<file path="src/rtl/keypad_scan_ctrl.sv">
// keypad_scan_ctrl
//   Scans a 4x4 active-low matrix keypad one column at a time, debounces
//   press and release, and reports one event per physical key press.
//
// Ports:
//   clk        system clock
//   rst_n      asynchronous active-low reset
//   row[3:0]   keypad row lines, active low, asynchronous (row[3] = top row)
//   col[3:0]   column drive, one-hot low (4'b0111 = column 0, leftmost)
//   key_code   last accepted key (hex), held until the next accepted key
//   key_valid  one-cycle strobe marking a newly accepted key
//   key_held   high while the accepted key remains pressed
module keypad_scan_ctrl #(
    parameter int unsigned SETTLE_CYCLES = 4,
    parameter int unsigned STABLE_CYCLES = 5
) (
    input  logic       clk,
    input  logic       rst_n,
    input  logic [3:0] row,
    output logic [3:0] col,
    output logic [3:0] key_code,
    output logic       key_valid,
    output logic       key_held
);

    localparam int unsigned SW = $clog2(SETTLE_CYCLES) + 1;
    localparam int unsigned TW = $clog2(STABLE_CYCLES) + 1;

    localparam logic [SW-1:0] SETTLE_LAST = SW'(SETTLE_CYCLES - 1);
    localparam logic [TW-1:0] STABLE_LAST = TW'(STABLE_CYCLES);
    localparam logic [TW-1:0] REL_LAST    = TW'(STABLE_CYCLES - 1);

    typedef enum logic [1:0] {
        SCAN,
        DEBOUNCE,
        PRESSED,
        HELD
    } state_t;

    state_t        state_q, state_d;
    logic [3:0]    rs_meta_q, rs_meta_d;
    logic [3:0]    rs_q, rs_d;
    logic [1:0]    col_idx_q, col_idx_d;
    logic [3:0]    col_q, col_d;
    logic [SW-1:0] settle_q, settle_d;
    logic [TW-1:0] stable_q, stable_d;
    logic [TW-1:0] rel_q, rel_d;
    logic [3:0]    pat_q, pat_d;
    logic [3:0]    key_code_q, key_code_d;
    logic          key_held_q, key_held_d;

    // Highest-priority (topmost) low row of the captured pattern, mapped
    // through the keypad legend for column c.
    function automatic logic [3:0] key_lookup(input logic [1:0] c, input logic [3:0] p);
        logic [1:0] r;
        logic [3:0] code;
        if (!p[3])      r = 2'd3;
        else if (!p[2]) r = 2'd2;
        else if (!p[1]) r = 2'd1;
        else            r = 2'd0;
        case ({c, r})
            4'b00_11: code = 4'h1;
            4'b00_10: code = 4'h4;
            4'b00_01: code = 4'h7;
            4'b00_00: code = 4'h0;
            4'b01_11: code = 4'h2;
            4'b01_10: code = 4'h5;
            4'b01_01: code = 4'h8;
            4'b01_00: code = 4'hF;
            4'b10_11: code = 4'h3;
            4'b10_10: code = 4'h6;
            4'b10_01: code = 4'h9;
            4'b10_00: code = 4'hE;
            4'b11_11: code = 4'hA;
            4'b11_10: code = 4'hB;
            4'b11_01: code = 4'hC;
            default:  code = 4'hD;
        endcase
        return code;
    endfunction

    // State register
    always_ff @(posedge clk or negedge rst_n) begin
        if (!rst_n) begin
            state_q    <= SCAN;
            rs_meta_q  <= '1;
            rs_q       <= '1;
            col_idx_q  <= '0;
            col_q      <= 4'b0111;
            settle_q   <= '0;
            stable_q   <= '0;
            rel_q      <= '0;
            pat_q      <= '1;
            key_code_q <= '0;
            key_held_q <= 1'b0;
        end else begin
            state_q    <= state_d;
            rs_meta_q  <= rs_meta_d;
            rs_q       <= rs_d;
            col_idx_q  <= col_idx_d;
            col_q      <= col_d;
            settle_q   <= settle_d;
            stable_q   <= stable_d;
            rel_q      <= rel_d;
            pat_q      <= pat_d;
            key_code_q <= key_code_d;
            key_held_q <= key_held_d;
        end
    end

    // Next-state logic
    always_comb begin
        state_d    = state_q;
        rs_meta_d  = row;
        rs_d       = rs_meta_q;
        col_idx_d  = col_idx_q;
        settle_d   = settle_q;
        stable_d   = stable_q;
        rel_d      = rel_q;
        pat_d      = pat_q;
        key_code_d = key_code_q;
        key_held_d = key_held_q;

        case (state_q)
            SCAN: begin
                if (settle_q == SETTLE_LAST) begin
                    settle_d = '0;
                    if (rs_q == 4'b1111) begin
                        col_idx_d = col_idx_q + 2'd1;
                    end else begin
                        pat_d    = rs_q;
                        stable_d = TW'(1);
                        state_d  = DEBOUNCE;
                    end
                end else begin
                    settle_d = settle_q + 1'b1;
                end
            end
            DEBOUNCE: begin
                // settle_q is already zero here, so falling back to SCAN
                // restarts the settle count on the same column.
                if (rs_q != pat_q) begin
                    state_d = SCAN;
                end else if (stable_q == STABLE_LAST) begin
                    // Code is loaded on entry to PRESSED so the new value is
                    // on key_code during the key_valid cycle itself.
                    state_d    = PRESSED;
                    key_code_d = key_lookup(col_idx_q, pat_q);
                end else begin
                    stable_d = stable_q + 1'b1;
                end
            end
            PRESSED: begin
                state_d    = HELD;
                key_held_d = 1'b1;
                rel_d      = '0;
            end
            HELD: begin
                if (rs_q == 4'b1111) begin
                    if (rel_q == REL_LAST) begin
                        state_d    = SCAN;
                        key_held_d = 1'b0;
                        col_idx_d  = col_idx_q + 2'd1;
                        settle_d   = '0;
                    end else begin
                        rel_d = rel_q + 1'b1;
                    end
                end else begin
                    rel_d = '0;
                end
            end
            default: state_d = SCAN;
        endcase

        col_d = ~(4'b1000 >> col_idx_d);
    end

    // Outputs
    always_comb begin
        key_valid = (state_q == PRESSED);
        col       = col_q;
        key_code  = key_code_q;
        key_held  = key_held_q;
    end

endmodule
</file>
<file path="config.mk">
export PLATFORM = sky130hd
export DESIGN_NAME = keypad_scan_ctrl
export DESIGN_NICKNAME = d
export VERILOG_FILES = /design/src/rtl/keypad_scan_ctrl.sv
export SDC_FILE = /design/constraint.sdc
export NUM_CORES = 1
export LEC_CHECK = 0
export ABC_AREA = 1
export BUFFER_PORTS_ARGS = -buffer_cell sky130_fd_sc_hd__buf_2
export CORE_ASPECT_RATIO = 0.6
export CORE_MARGIN = 1.5
export CORE_UTILIZATION = 61
export CTS_BUF_LIST = sky130_fd_sc_hd__clkbuf_2 sky130_fd_sc_hd__clkbuf_4 sky130_fd_sc_hd__clkbuf_8
export CTS_CLUSTER_SIZE = 40
export DETAILED_ROUTE_END_ITERATION = 7
export PLACE_DENSITY = 0.81
export SLEW_MARGIN = 30
export SYNTH_ARGS = -nofsm -noshare
export SYNTH_HDL_FRONTEND = slang
export SYNTH_SLANG_ARGS = --single-unit
</file>
<file path="constraint.sdc">
create_clock -name clk -period 1.69 [get_ports clk]
set_input_delay 0.0845 -clock clk [delete_from_list [all_inputs] [get_ports clk]]
set_output_delay 0.0845 -clock clk [all_outputs]
set_load 0.02 [all_outputs]
</file>
### Word-level counts from Yosys, hierarchy flattened

Memory sizes are Yosys's and may differ from the RTL's. A register that Yosys moved wholly into a read port is not among the register bits.
Index checks and enable logic that the tools add are counted.

| cells by class | value |
|---|---|
| add/subtract/negate cells | 4 |
| equal/unequal tests | 16 |
| shifts and indexed selects | 1 |
| multiplexer cells | 33 |
| bitwise logic cells | 3 |
| reductions and logical operators | 12 |

Operators with widths:

| operator | count |
|---|---|
| 2-to-1 mux 2 bit | 15 |
| 2-to-1 mux 4 bit | 6 |
| case mux 4 bit (2 select lines) | 2 |
| inequality test 2 bit, second input constant | 6 |
| AND reduction 3 bit | 4 |
| AND reduction 5 bit | 2 |
| 2-to-1 mux 3 bit | 3 |
| adder 4 x 1 -> 4 bit, second input constant | 2 |
| == test 4 x 3 -> 1 bit, second input constant | 2 |
| case mux 2 bit (4 select lines) | 1 |
| inequality test 3 bit, second input constant | 2 |
| case mux 3 bit (2 select lines) | 1 |
| nonzero test 2 bit | 3 |
| == test 2 bit, second input constant | 2 |
| == test 4 bit, second input constant | 1 |
| inequality test 4 bit | 1 |
| inverter 4 bit | 1 |
| case mux 2 bit (2 select lines) | 1 |
| >> shifter 4 x 2 -> 4 bit, first input constant | 1 |
| adder 3 x 1 -> 3 bit, second input constant | 1 |
| == test 3 x 2 -> 1 bit, second input constant | 1 |
| 2-to-1 mux 1 bit | 3 |
| adder 2 x 1 -> 2 bit, second input constant | 1 |
| == test 2 x 1 -> 1 bit, second input constant | 1 |
| other kinds (5) | 6 |

| word-level totals | value |
|---|---|
| register bits | 32 |
| ROM bits | 64 |
| input port bits | 6 |
| output and inout port bits | 10 |
| word-level logic and storage cells | 80 |
| memories | 1 |

Memory list:

| name | words | bits a word | read ports | clocked after Yosys merged registers in | wr ports | line | text |
|---|---|---|---|---|---|---|---|
| (name not given) | 16 | 4 | 1 | 1 | 0 | 61 | `case ({c, r})` |

### Longest topological paths before layout

| logic depth | value |
|---|---|
| depth in word-level cells | 6 |
| gate-level depth with buffers | 11 |
| mapped depth without buffers | 11 |

### Worst setup path after synthesis

OpenSTA, ideal clock, no wires.

| timing | value |
|---|---|
| path type | register to register |
| from | register pat_q[2] |
| to | register key_code_q[1] (netlist: key_code[1]) |
| library setup time | 0.124 ns |
| arrival | 1.385 ns |
| data required time | 1.566 ns |
| setup slack | 0.181 ns |
| stages on the path, launching flop included | 8 |
| path buffers | 0 |
| period minus slack after synthesis | 1.509 ns |
| cell sequence | dfstp_2 -> inv_1 -> o21ai_1 -> ha_1 -> nand2_1 -> nand3_1 -> nand2_1 -> o21ai_1 |

| between the ends | value |
|---|---|
| longest elaborated chain between the ends | 5 |
| elaborated cells on any way between the ends | 8 |
| those cells by class | eq/ne: 1; mux: 5; bitwise: 1; reduce/logical: 1 |

Ends and longest elaborated chain:

| what | line | text |
|---|---|---|
| start, declared | 48 | `logic [3:0] pat_q, pat_d;` |
| start signal, assigned | 105 | `pat_q <= pat_d;` |
| 2-to-1 mux 2 bit | 58 | `else if (!p[2]) r = 2'd2;` |
| 2-to-1 mux 2 bit | 57 | `if (!p[3]) r = 2'd3;` |
| 2-to-1 mux 2 bit | 144 | `end else if (stable_q == STABLE_LAST) begin` |
| 2-to-1 mux 2 bit | 142 | `if (rs_q != pat_q) begin` |
| 2-to-1 mux 2 bit | 124 | `case (state_q)` |
| end, declared | 49 | `logic [3:0] key_code_q, key_code_d;` |

Several ways; a longest one is shown, not always the timed one. The select of a mux whose other input is x is not followed.
A chain may end at the register's enable or synchronous reset.

==> summary.txt <==
Setup path
  • CP max FO: 7
  • Critical Path Source Type: register
  • Reg2reg setup slack: 120 ps
  • Worst setup EP type: register
  • Crit path arrival time: 1750 ps
  • Worst Path Required: 1870 ps
  • Setup CP Type: register to register

Placed design
  • Detailed Place HPWL: 2510 um
  • Placer Congestion: 0.863
  • I/O Buffers: 15
  • Post-DP Area: 2010 sq um

Power
  • Pwr/cell area: 1410 nW/um^2
  • Clock share of power: 26.6%
  • Reg power frac: 38.9%
  • Leak pwr: 1.15 nW
  • Switching portion of total power: 35.7%
  • Total internal power: 1.99 mW
  • Net Switching: 1.11 mW
  • Worst IR drop on VDD: 0.656 mV
  • Comb pwr share: 34.5%

Logic synthesis
  • Number of synthesized register bits: 36
  • Distinct cells, synth: 28
  • Async SR Flop Fraction: 100%
  • Area contributors post-synth: dfrtp_1, dfstp_2, nand2_1
  • Most common library cells after synthesis: nand2_1, inv_1, dfrtp_1
  • Mean Syn Cell Area: 8.48 sq um
  • Post-synth EDFFs: 0
  • Syn Std Cell Area: 1870 sq um
  • Synthesized Nets: 238
  • Total of warnings raised by yosys: 0
  • Seq/Total Area, Yosys: 49.1%
  • Synth area leader: dfrtp_1
  • Most common cell in the netlist: nand2_1
  • Synth Instances: 221
  • Top cell type's share of synthesized area: 28.1%
  • Synth Flop Type: dfrtp_1

GRT
  • Vias in the first global route: 1235
  • Largest net degree at the start of global routing: 37
  • Overall Global Routing Usage: 23.6%
  • Initial antenna violation count: 0
  • Global-route wire length before repair: 5640 um
  • Total gr overflow: 0

Layout
  • Layout Utilization: 75.8%
  • ANT cells: 0
  • Register area: 920 sq um
  • Fraction of layout cells with a size suffix above 1: 24.4%
  • Final #Nets: 266
  • Area occupied by multi-input gates: 818 sq um
  • Area growth from synthesis to layout: 17.0%
  • Fin area: 2190 sq um
  • FILL cells: 213

Floorplanning
  • Row cnt: 15
  • Core area: 2890 sq um
  • Die ar.: 3420 sq um
  • Die width: 74.5 um
  • Io pins: 16
  • Initial Utilization: 64.8%
  • Die height: 45.9 um

Routing
  • Initial drt markers: 70
  • DR top layer: met4
  • Total number of vias: 1424
  • DRC: 0
  • Met1 WL: 1880 um
  • Drt wl/cell: 12.1 um
  • Pre-antenna DRT Iters: 4
  • Antenna Nets Post-Route: 0
  • Met3 wire len: 173 um
  • Routed WL: 3520 um
  • Vias/cell: 4.88
  • Metal2 WL: 1420 um

Timing
  • Clock skew: 3.75 ps
  • Relative slew slack: 47.7%
  • Tcrit/Tclk final: 92.9%
  • # setup viols final: 0
  • FMAX: 637 MHz
  • RSZ-0062 raised after global routing: false
  • Worst-margin pin slew: 784 ps
  • Fin Hold WS: 358 ps
  • Pins Over Slew Limit: 0
  • TNS Setup: 0 ps
  • Fin crit period: 1570 ps
  • Final Hold Fails: 0

Flow run
  • Max Cap Violations: 0

Clock tree
  • H-Tree Depth: 2
  • Worst-case clock buffer depth: 2
  • CTS Buf Count: 5
  • TritonCTS clock tree: built
  • Post-CTS Setup Bufs: 0
  • Clk Latency, worst-skew pair: 290 ps
  • Clk root buf: clkbuf_8
  • Clock slew at reported path FFs: 70 ps
  • Clk sinks: 36

Min path
  • Hold WC Path Type: register to register

Status
  • Status: completed
[power groups by stage]
| stage | clock network (mW) | logic, mW | registers [mW] |
|---|---|---|---|
| after detailed placement | 0 | 1.05 | 1.21 |
| after global routing | 0.873 | 1.21 | 1.23 |
| after global placement | 0 | 1.02 | 1.21 |
| final | 0.824 | 1.07 | 1.20 |
| after CTS | 0.833 | 1.06 | 1.20 |
| after floorplan | 0 | 0.777 | 1.21 |
[flip-flops by register name (all words and copies together), names as in the netlist, named ones only]
name and flops:
pat_q 4, rel_q 4, key_code 4, settle_q 3
col_idx_q 2, key_held 1, rs_q 4, state_q 1
col 4, rs_d 4, stable_q 4
[area by class of cell]
cell class | count | area share (%)
Inverter | 36 | 6.16
Clock inverter | 1 | 1.37
Multi-Input combinational cell | 148 | 37.3
Tap cell | 42 | 2.40
Clock buffer | 7 | 4.39
Sequential cell | 36 | 42.0
Timing Repair Buffer | 22 | 6.39
[stage by stage]
stage               power [mW]  std cells  setup WS [ps]
finish                    3.09        292            120
detailed placement        2.26        279           29.8
floorplan                 1.99        221            181
global placement          2.23        279           84.8
global route              3.31        292           17.7
CTS                       3.10        292           19.2
[logic make-up after synthesis]
logic type                 share of synthesized area [%]
and+or+nand+nor                                     25.8
xor gates and xnor gates                            2.34
DFF                                                 49.1
buffers and inverters                               7.48
adders and majority gates                           7.35
AOI/OAI and AO/OA                                   7.95
[placed cells by master (no fill, tap or decap), types with 3 or more instances in the layout]
master and instances:
nand2_1 72, inv_1 30, dfrtp_1 21, dfstp_2 15
buf_2 15, nand3_1 10, nor2_1 10, ha_1 10
o21ai_0 9, clkbuf_8 7, o21ai_1 6, nand2_2 6
dlygate4sd3_1 5, inv_2 4, xor2_1 4, nand4_1 3
[worst paths after layout]
check / from / end / depth (start not counted)
setup / recovery: register / stable_q[0] / 9
hold / removal: rs_d[0] / rs_q[0] / 0
setup reg to reg: register / stable_q[0] / 9
hold reg to reg: rs_d[0] / rs_q[0] / 0
max in group asynchronous: rst_n / stable_q[0] / 2
min in group asynchronous: rst_n / rel_q[1] / 2
[per-layer routing]
layer	vias up	track usage, %
met4	0	7.64
met1	649	32.9
li1	741	-
met2	30	33.8
met3	4	9.51
met5	-	0
[critical path: stages (launching register included)]
cell,delay (ps)
dfrtp_1,410
inv_1,100
ha_2,270
inv_1,130
nor2_1,200
a21oi_4,50
nand2_4,110
clkinv_1,80
nand2_1,60
nand2_1,50
[timing repair]
| item | CTS | global route |
|---|---|---|
| hold buffers | 5 | 0 |
| gates resized for setup | 0 | 2 |
| hold endpoints to repair | 25 | 0 |
| setup endpoints to repair | 0 | 5 |
No activity file was read; power rests on OpenSTA's default activity.
